<file path="src/rtl/iob_axis_word2byte_framer.sv">
// ============================================================================
//  Module      : iob_axis_word2byte_framer
//  Description : Serialises a DATA_W-bit AXIS word stream into an 8-bit AXIS
//                byte stream. Each frame is exactly frame_len_i bytes long.
//                axis_out_last_o marks the final byte, and any unused trailing
//                byte lanes of the final word are discarded. Software starts
//                one frame at a time and watches busy_o and done_o.
//  Ports       : clk_i, cke_i, rst_n_i     clock, clock enable, sync active-low reset
//                frame_len_i, start_i      frame control (length sampled on start)
//                abort_i                   abandon the current frame, no done pulse
//                busy_o, done_o            status; done_o pulses for one cycle
//                byte_cnt_o                bytes still to send in the current frame
//                axis_in_*                 DATA_W word stream (byte 0 = bits [7:0])
//                axis_out_*                8-bit byte stream with last
//  Options     : IOB_AXIS_WORD2BYTE_PREFETCH_EN adds a one-word holding register
//                so the next word is fetched while the current one is shifted
//                out. This sustains 1 byte/cycle.
//  Revision    : 1.0  initial release
// ============================================================================
`timescale 1ns/1ps
`default_nettype none

module iob_axis_word2byte_framer #(
    parameter int DATA_W = 32,
    parameter int LEN_W  = 12
) (
    input  logic              clk_i,
    input  logic              cke_i,
    input  logic              rst_n_i,
    input  logic [LEN_W-1:0]  frame_len_i,
    input  logic              start_i,
    input  logic              abort_i,
    output logic              busy_o,
    output logic              done_o,
    input  logic [DATA_W-1:0] axis_in_data_i,
    input  logic              axis_in_valid_i,
    output logic              axis_in_ready_o,
    output logic [7:0]        axis_out_data_o,
    output logic              axis_out_valid_o,
    input  logic              axis_out_ready_i,
    output logic              axis_out_last_o,
    output logic [LEN_W-1:0]  byte_cnt_o
);

    localparam int              c_nb        = DATA_W / 8;
    localparam int              c_lane_w    = (c_nb > 1) ? $clog2(c_nb) : 1;
    localparam logic [c_lane_w-1:0] c_last_lane = c_lane_w'(c_nb - 1);

    typedef enum logic [1:0] {
        S_IDLE  = 2'd0,
        S_LOAD  = 2'd1,
        S_SHIFT = 2'd2
    } state_t;

    state_t              r_state,    w_state_nxt;
    logic [DATA_W-1:0]   r_shift,    w_shift_nxt;
    logic [c_lane_w-1:0] r_lane,     w_lane_nxt;
    logic [LEN_W-1:0]    r_byte_cnt, w_byte_cnt_nxt;
    logic                r_done,     w_done_nxt;

    logic w_in_ready;
    logic w_in_hs;
    logic w_out_hs;
    logic w_last_byte;
    logic w_last_lane;

`ifdef IOB_AXIS_WORD2BYTE_PREFETCH_EN
    localparam logic [31:0] c_nb_u = 32'(c_nb);

    logic [DATA_W-1:0] r_hold,      w_hold_nxt;
    logic              r_hold_full, w_hold_full_nxt;
    logic              w_need_word;

    // Another word is needed only if the frame has more bytes left than the
    // shift register still holds (lanes r_lane..NB-1). A word is never
    // prefetched unless the frame is going to use it.
    assign w_need_word = 32'(r_byte_cnt) > (c_nb_u - 32'(r_lane));
    assign w_in_ready  = (r_state == S_LOAD) ||
                         ((r_state == S_SHIFT) && !r_hold_full && w_need_word);
`else
    assign w_in_ready  = (r_state == S_LOAD);
`endif

    assign w_in_hs     = w_in_ready && axis_in_valid_i;
    assign w_out_hs    = (r_state == S_SHIFT) && axis_out_ready_i;
    assign w_last_byte = (r_byte_cnt == LEN_W'(1));
    assign w_last_lane = (r_lane == c_last_lane);

    // Every output is decoded from registered state only.
    assign busy_o           = (r_state != S_IDLE);
    assign done_o           = r_done;
    assign axis_in_ready_o  = w_in_ready;
    assign axis_out_valid_o = (r_state == S_SHIFT);
    assign axis_out_data_o  = r_shift[7:0];
    assign axis_out_last_o  = (r_state == S_SHIFT) && w_last_byte;
    assign byte_cnt_o       = r_byte_cnt;

    always_comb begin
        w_state_nxt    = r_state;
        w_shift_nxt    = r_shift;
        w_lane_nxt     = r_lane;
        w_byte_cnt_nxt = r_byte_cnt;
        w_done_nxt     = 1'b0;
`ifdef IOB_AXIS_WORD2BYTE_PREFETCH_EN
        w_hold_nxt      = r_hold;
        w_hold_full_nxt = r_hold_full;
`endif
        if (abort_i) begin
            // Abort wins over start and over a coincident byte handshake.
            w_state_nxt    = S_IDLE;
            w_lane_nxt     = '0;
            w_byte_cnt_nxt = '0;
`ifdef IOB_AXIS_WORD2BYTE_PREFETCH_EN
            w_hold_nxt      = '0;
            w_hold_full_nxt = 1'b0;
`endif
        end else begin
            case (r_state)
                S_IDLE: begin
                    if (start_i) begin
                        if (frame_len_i == '0) begin
                            w_done_nxt = 1'b1;
                        end else begin
                            w_byte_cnt_nxt = frame_len_i;
                            w_lane_nxt     = '0;
                            w_state_nxt    = S_LOAD;
                        end
                    end
                end
                S_LOAD: begin
                    if (w_in_hs) begin
                        w_shift_nxt = axis_in_data_i;
                        w_lane_nxt  = '0;
                        w_state_nxt = S_SHIFT;
                    end
                end
                S_SHIFT: begin
`ifdef IOB_AXIS_WORD2BYTE_PREFETCH_EN
                    if (w_in_hs) begin
                        w_hold_nxt      = axis_in_data_i;
                        w_hold_full_nxt = 1'b1;
                    end
`endif
                    if (w_out_hs) begin
                        w_byte_cnt_nxt = r_byte_cnt - LEN_W'(1);
                        if (w_last_byte) begin
                            // Remaining lanes of this word are simply dropped.
                            w_state_nxt = S_IDLE;
                            w_lane_nxt  = '0;
                            w_done_nxt  = 1'b1;
                        end else if (w_last_lane) begin
                            w_lane_nxt = '0;
`ifdef IOB_AXIS_WORD2BYTE_PREFETCH_EN
                            if (r_hold_full) begin
                                w_shift_nxt     = r_hold;
                                w_hold_full_nxt = 1'b0;
                            end else if (w_in_hs) begin
                                // Word arrives on the same edge the last lane
                                // leaves: bypass the holding register.
                                w_shift_nxt     = axis_in_data_i;
                                w_hold_full_nxt = 1'b0;
                            end else begin
                                w_state_nxt = S_LOAD;
                            end
`else
                            w_state_nxt = S_LOAD;
`endif
                        end else begin
                            w_shift_nxt = r_shift >> 8;
                            w_lane_nxt  = r_lane + c_lane_w'(1);
                        end
                    end
                end
                default: begin
                    w_state_nxt = S_IDLE;
                end
            endcase
        end
    end

    // Clock enable gates every register, reset included.
    always_ff @(posedge clk_i) begin
        if (cke_i) begin
            if (!rst_n_i) begin
                r_state    <= S_IDLE;
                r_shift    <= '0;
                r_lane     <= '0;
                r_byte_cnt <= '0;
                r_done     <= 1'b0;
`ifdef IOB_AXIS_WORD2BYTE_PREFETCH_EN
                r_hold      <= '0;
                r_hold_full <= 1'b0;
`endif
            end else begin
                r_state    <= w_state_nxt;
                r_shift    <= w_shift_nxt;
                r_lane     <= w_lane_nxt;
                r_byte_cnt <= w_byte_cnt_nxt;
                r_done     <= w_done_nxt;
`ifdef IOB_AXIS_WORD2BYTE_PREFETCH_EN
                r_hold      <= w_hold_nxt;
                r_hold_full <= w_hold_full_nxt;
`endif
            end
        end
    end

endmodule

`default_nettype wire

</file>
<file path="config.mk">
export PLATFORM = sky130hd
export DESIGN_NAME = iob_axis_word2byte_framer
export DESIGN_NICKNAME = d
export VERILOG_FILES = /design/src/rtl/iob_axis_word2byte_framer.sv
export SDC_FILE = /design/constraint.sdc
export NUM_CORES = 1
export LEC_CHECK = 0
export ABC_AREA = 0
export CAP_MARGIN = 20
export CORE_MARGIN = 5
export CORE_UTILIZATION = 40
export DETAILED_ROUTE_END_ITERATION = 8
export GPL_ROUTABILITY_DRIVEN = 1
export PLACE_DENSITY_LB_ADDON = 0.15
export SLEW_MARGIN = 10
export SYNTH_ARGS = -nofsm -noshare
export SYNTH_HDL_FRONTEND = slang
export SYNTH_SLANG_ARGS = --single-unit
</file>
<file path="constraint.sdc">
create_clock -name clk_i -period 3.6 [get_ports clk_i]
set_input_delay 1.08 -clock clk_i [delete_from_list [all_inputs] [get_ports clk_i]]
set_output_delay 1.08 -clock clk_i [all_outputs]
set_load 0.02 [all_outputs]
</file>
==> metrics <==
status complete, no violations; Least-Margin Pin Slew approximately 0.76 ns; Core Box Area 6422 um^2; synth unique cells 34; synthesized area per cell 12.08 um^2; Final Setup Violations 0; Req. time, crit path 2.52 ns; Hold EP r_lane[0]; antenna-violating nets left 0; Hold Crit Depth 1; Most used DFF post-synth edfxtp_1; Post-Synthesis Cells 222; Reg2Reg Depth 8; Synthesized Nets 280; synthesized area between 2000 and 3000 um^2; H-tree depth 2; register area share after synthesis a little over half; setup bufs post-CTS 0; Die Width roughly 92 um; Worst Setup SP byte_cnt_o[4]; via density per instance 4.965; detailed-route via count 1,832; P_sw 395.4 uW; Starting Density approximately two fifths; drt wl/cell 15.04 um; maxcap violations 0; Power, Total 1417 uW; Synth area leaders edfxtp_1, mux2i_1, nor2b_1; vias in the first global route about 1,900; RSZ-0062 raised after global routing false; fin crit share between 90% and 100%; reg2reg setup slack roughly 0.76 ns; largest net degree at the start of global routing 53; diode count 0; Clock power frac 22.0%; row count 29; Hold-fix buffers, CTS 0; PostCTS Resize Cnt 0; grt ovf 0; worst vdd ir 0.1823 mV; TritonCTS clock tree built; Final Util between 50% and 60%; Reg clk slew, reported paths 0.09 ns; fin. max-slew vios 0; clock root buffer clkbuf_8; NumNets Final 349; critical path arrival 2.27 ns; Yosys top cell by area edfxtp_1; Die ar. 8444 um^2; reg2reg end r_shift[21]; flops & latches, synth 49; clk buf depth 2; Max Freq 298.3 MHz; wirelength, routed 5.551 mm; gpl congestion 0.7791; Final min period 3.352 ns; Clock Latency Late Sink between 0.2 and 0.3 ns; Setup TNS 0 ns; CP Launch Type flip-flop; critical-path maximum fanout 6; post-synth top area share 54.85%; Reg-to-Reg Start r_state[0]; die span in y 91.89 um; min-delay worst type reg2reg; Hold Startpoint r_lane[0]; Final Hold Fails 0; pwr dens a little under 400 nW/um^2; buffers added on ports 75; part of the power in combinational logic 26.3%; Ys Warns 0; max_slew headroom between 40% and 50%; sw frac 27.91%; first-pass GRT wire length 8.928 mm; Clock Sinks 49; Ports 76; 1st-pass router iterations 4; fraction of layout cells with a size suffix above 1 7.192%; Area growth, synth to finish 33.44%; Setup Crit Path Kind reg2out; skew final between 0.005 and 0.006 ns; top-count cell post-synth edfxtp_1; detailed placement HPWL 4.190 mm; most common library cells after synthesis edfxtp_1, nor2b_1, mux2i_1, nor2_1; number of synthesized flops with an enable pin 49; sequential share of power 51.7%; CP Capture Type primary output; Internal Power just over 1000 uW; initial antenna violation count 0; Residual DRC 0; Post-synth ARST share 0%; TritonCTS Buffers 5; P_leak 0.001236 uW; DR iter-0 viols 61; GR Util All Layers between 10% and 20%
==> routing by layer <==
metal	vias to the layer above	wire, um	global-route usage [%]
li1	928	-	-
met1	834	2464	16.60
met2	66	2683	22.81
met3	4	357	3.601
met4	0	46	3.465
met5	-	0	0
==> sequential cells by signal, summed over array words and instances, names as in the netlist <==
name        flops
done_o          1
r_shift        32
r_lane          2
byte_cnt_o     12
r_state         2
==> through the flow <==
stage	worst slack [ns]	instance area, um^2	instances	hold slack [ns]
after floorplan	0.1124	2683	222	0.5369
after global placement	0.3672	3488	360	0.5497
after detailed placement	0.2305	3488	360	0.5601
after CTS	0.2257	3572	368	0.5739
after global routing	0.1016	3580	369	0.6031
final	0.2475	3580	369	0.5719
==> power groups by stage <==
stage                     combinational, uW  clock (uW)  sequential (uW)
after floorplan                         199           0              763
after global placement                  370           0              745
after detailed placement                373           0              747
after CTS                               374         321              733
after global routing                    405         345              740
final                                   372         312              733
==> layout make-up <==
| cell class | count | area (um^2) |
|---|---|---|
| clock buffer | 7 | 76.32 |
| clock inverter | 1 | 7.507 |
| fill | 551 | 2843 |
| inverter | 7 | 26.28 |
| multi-input combinational | 148 | 1101 |
| sequential | 49 | 1471 |
| tap | 77 | 96.34 |
| timing repair buffer | 80 | 800.8 |
==> worst max path at each step <==
stage / endpoint / cells after the start
2_1_floorplan: r_shift[0] / 2
4_1_cts: axis_out_last_o / 4
5_1_grt: axis_out_last_o / 4
3_3_place_gp: byte_cnt_o[2] / 4
3_5_place_dp: byte_cnt_o[1] / 4
6_report: axis_out_last_o / 4
==> logic make-up (layout without fill, tap and decap cells) <==
logic type      count (synthesis)  after routing  synth area share, %
fa+ha+maj                       7              7                3.265
xor+xnor                        9              9                2.938
mux                            26             26                9.702
flops                          49             49                54.85
simple gates                   85             85                19.03
compound gates                 21             21                5.457
buf+inv                        25             95                4.757
==> critical path, stage by stage, from the launching register on <==
cell and delay (ns):
edfxtp_1 0.50, nor3_2 0.38, nand4_1 0.32, nor2_1 0.16
clkdlybuf4s50_1 0.62
==> cell usage in the layout, fill, tap and decap left out <==
master and instances:
clkdlybuf4s50_1 75, nor3_2 2, clkbuf_8 5, ha_1 6, buf_4 4, or2_2 1
edfxtp_1 49, o31a_2 1, nor2b_1 29, xor2_1 5, nor3_1 6, nor4_4 1
nand2_1 4, a211oi_1 9, nand3_1 2, o221ai_1 1, inv_1 7, nor3b_2 1
mux2i_1 26, nor2_1 17, nand4_1 3, and2_1 9, or3b_4 1, clkbuf_1 2
ha_2 1, clkinvlp_4 1, nand3b_1 2, nand2b_1 3, xnor2_1 4, nor4b_1 2
o21ai_0 2, a211oi_2 1, a21oi_1 5, o22ai_1 1, nor4_1 2, a31oi_4 1
buf_12 1
Note: power is estimated with default switching activity, not from simulation.
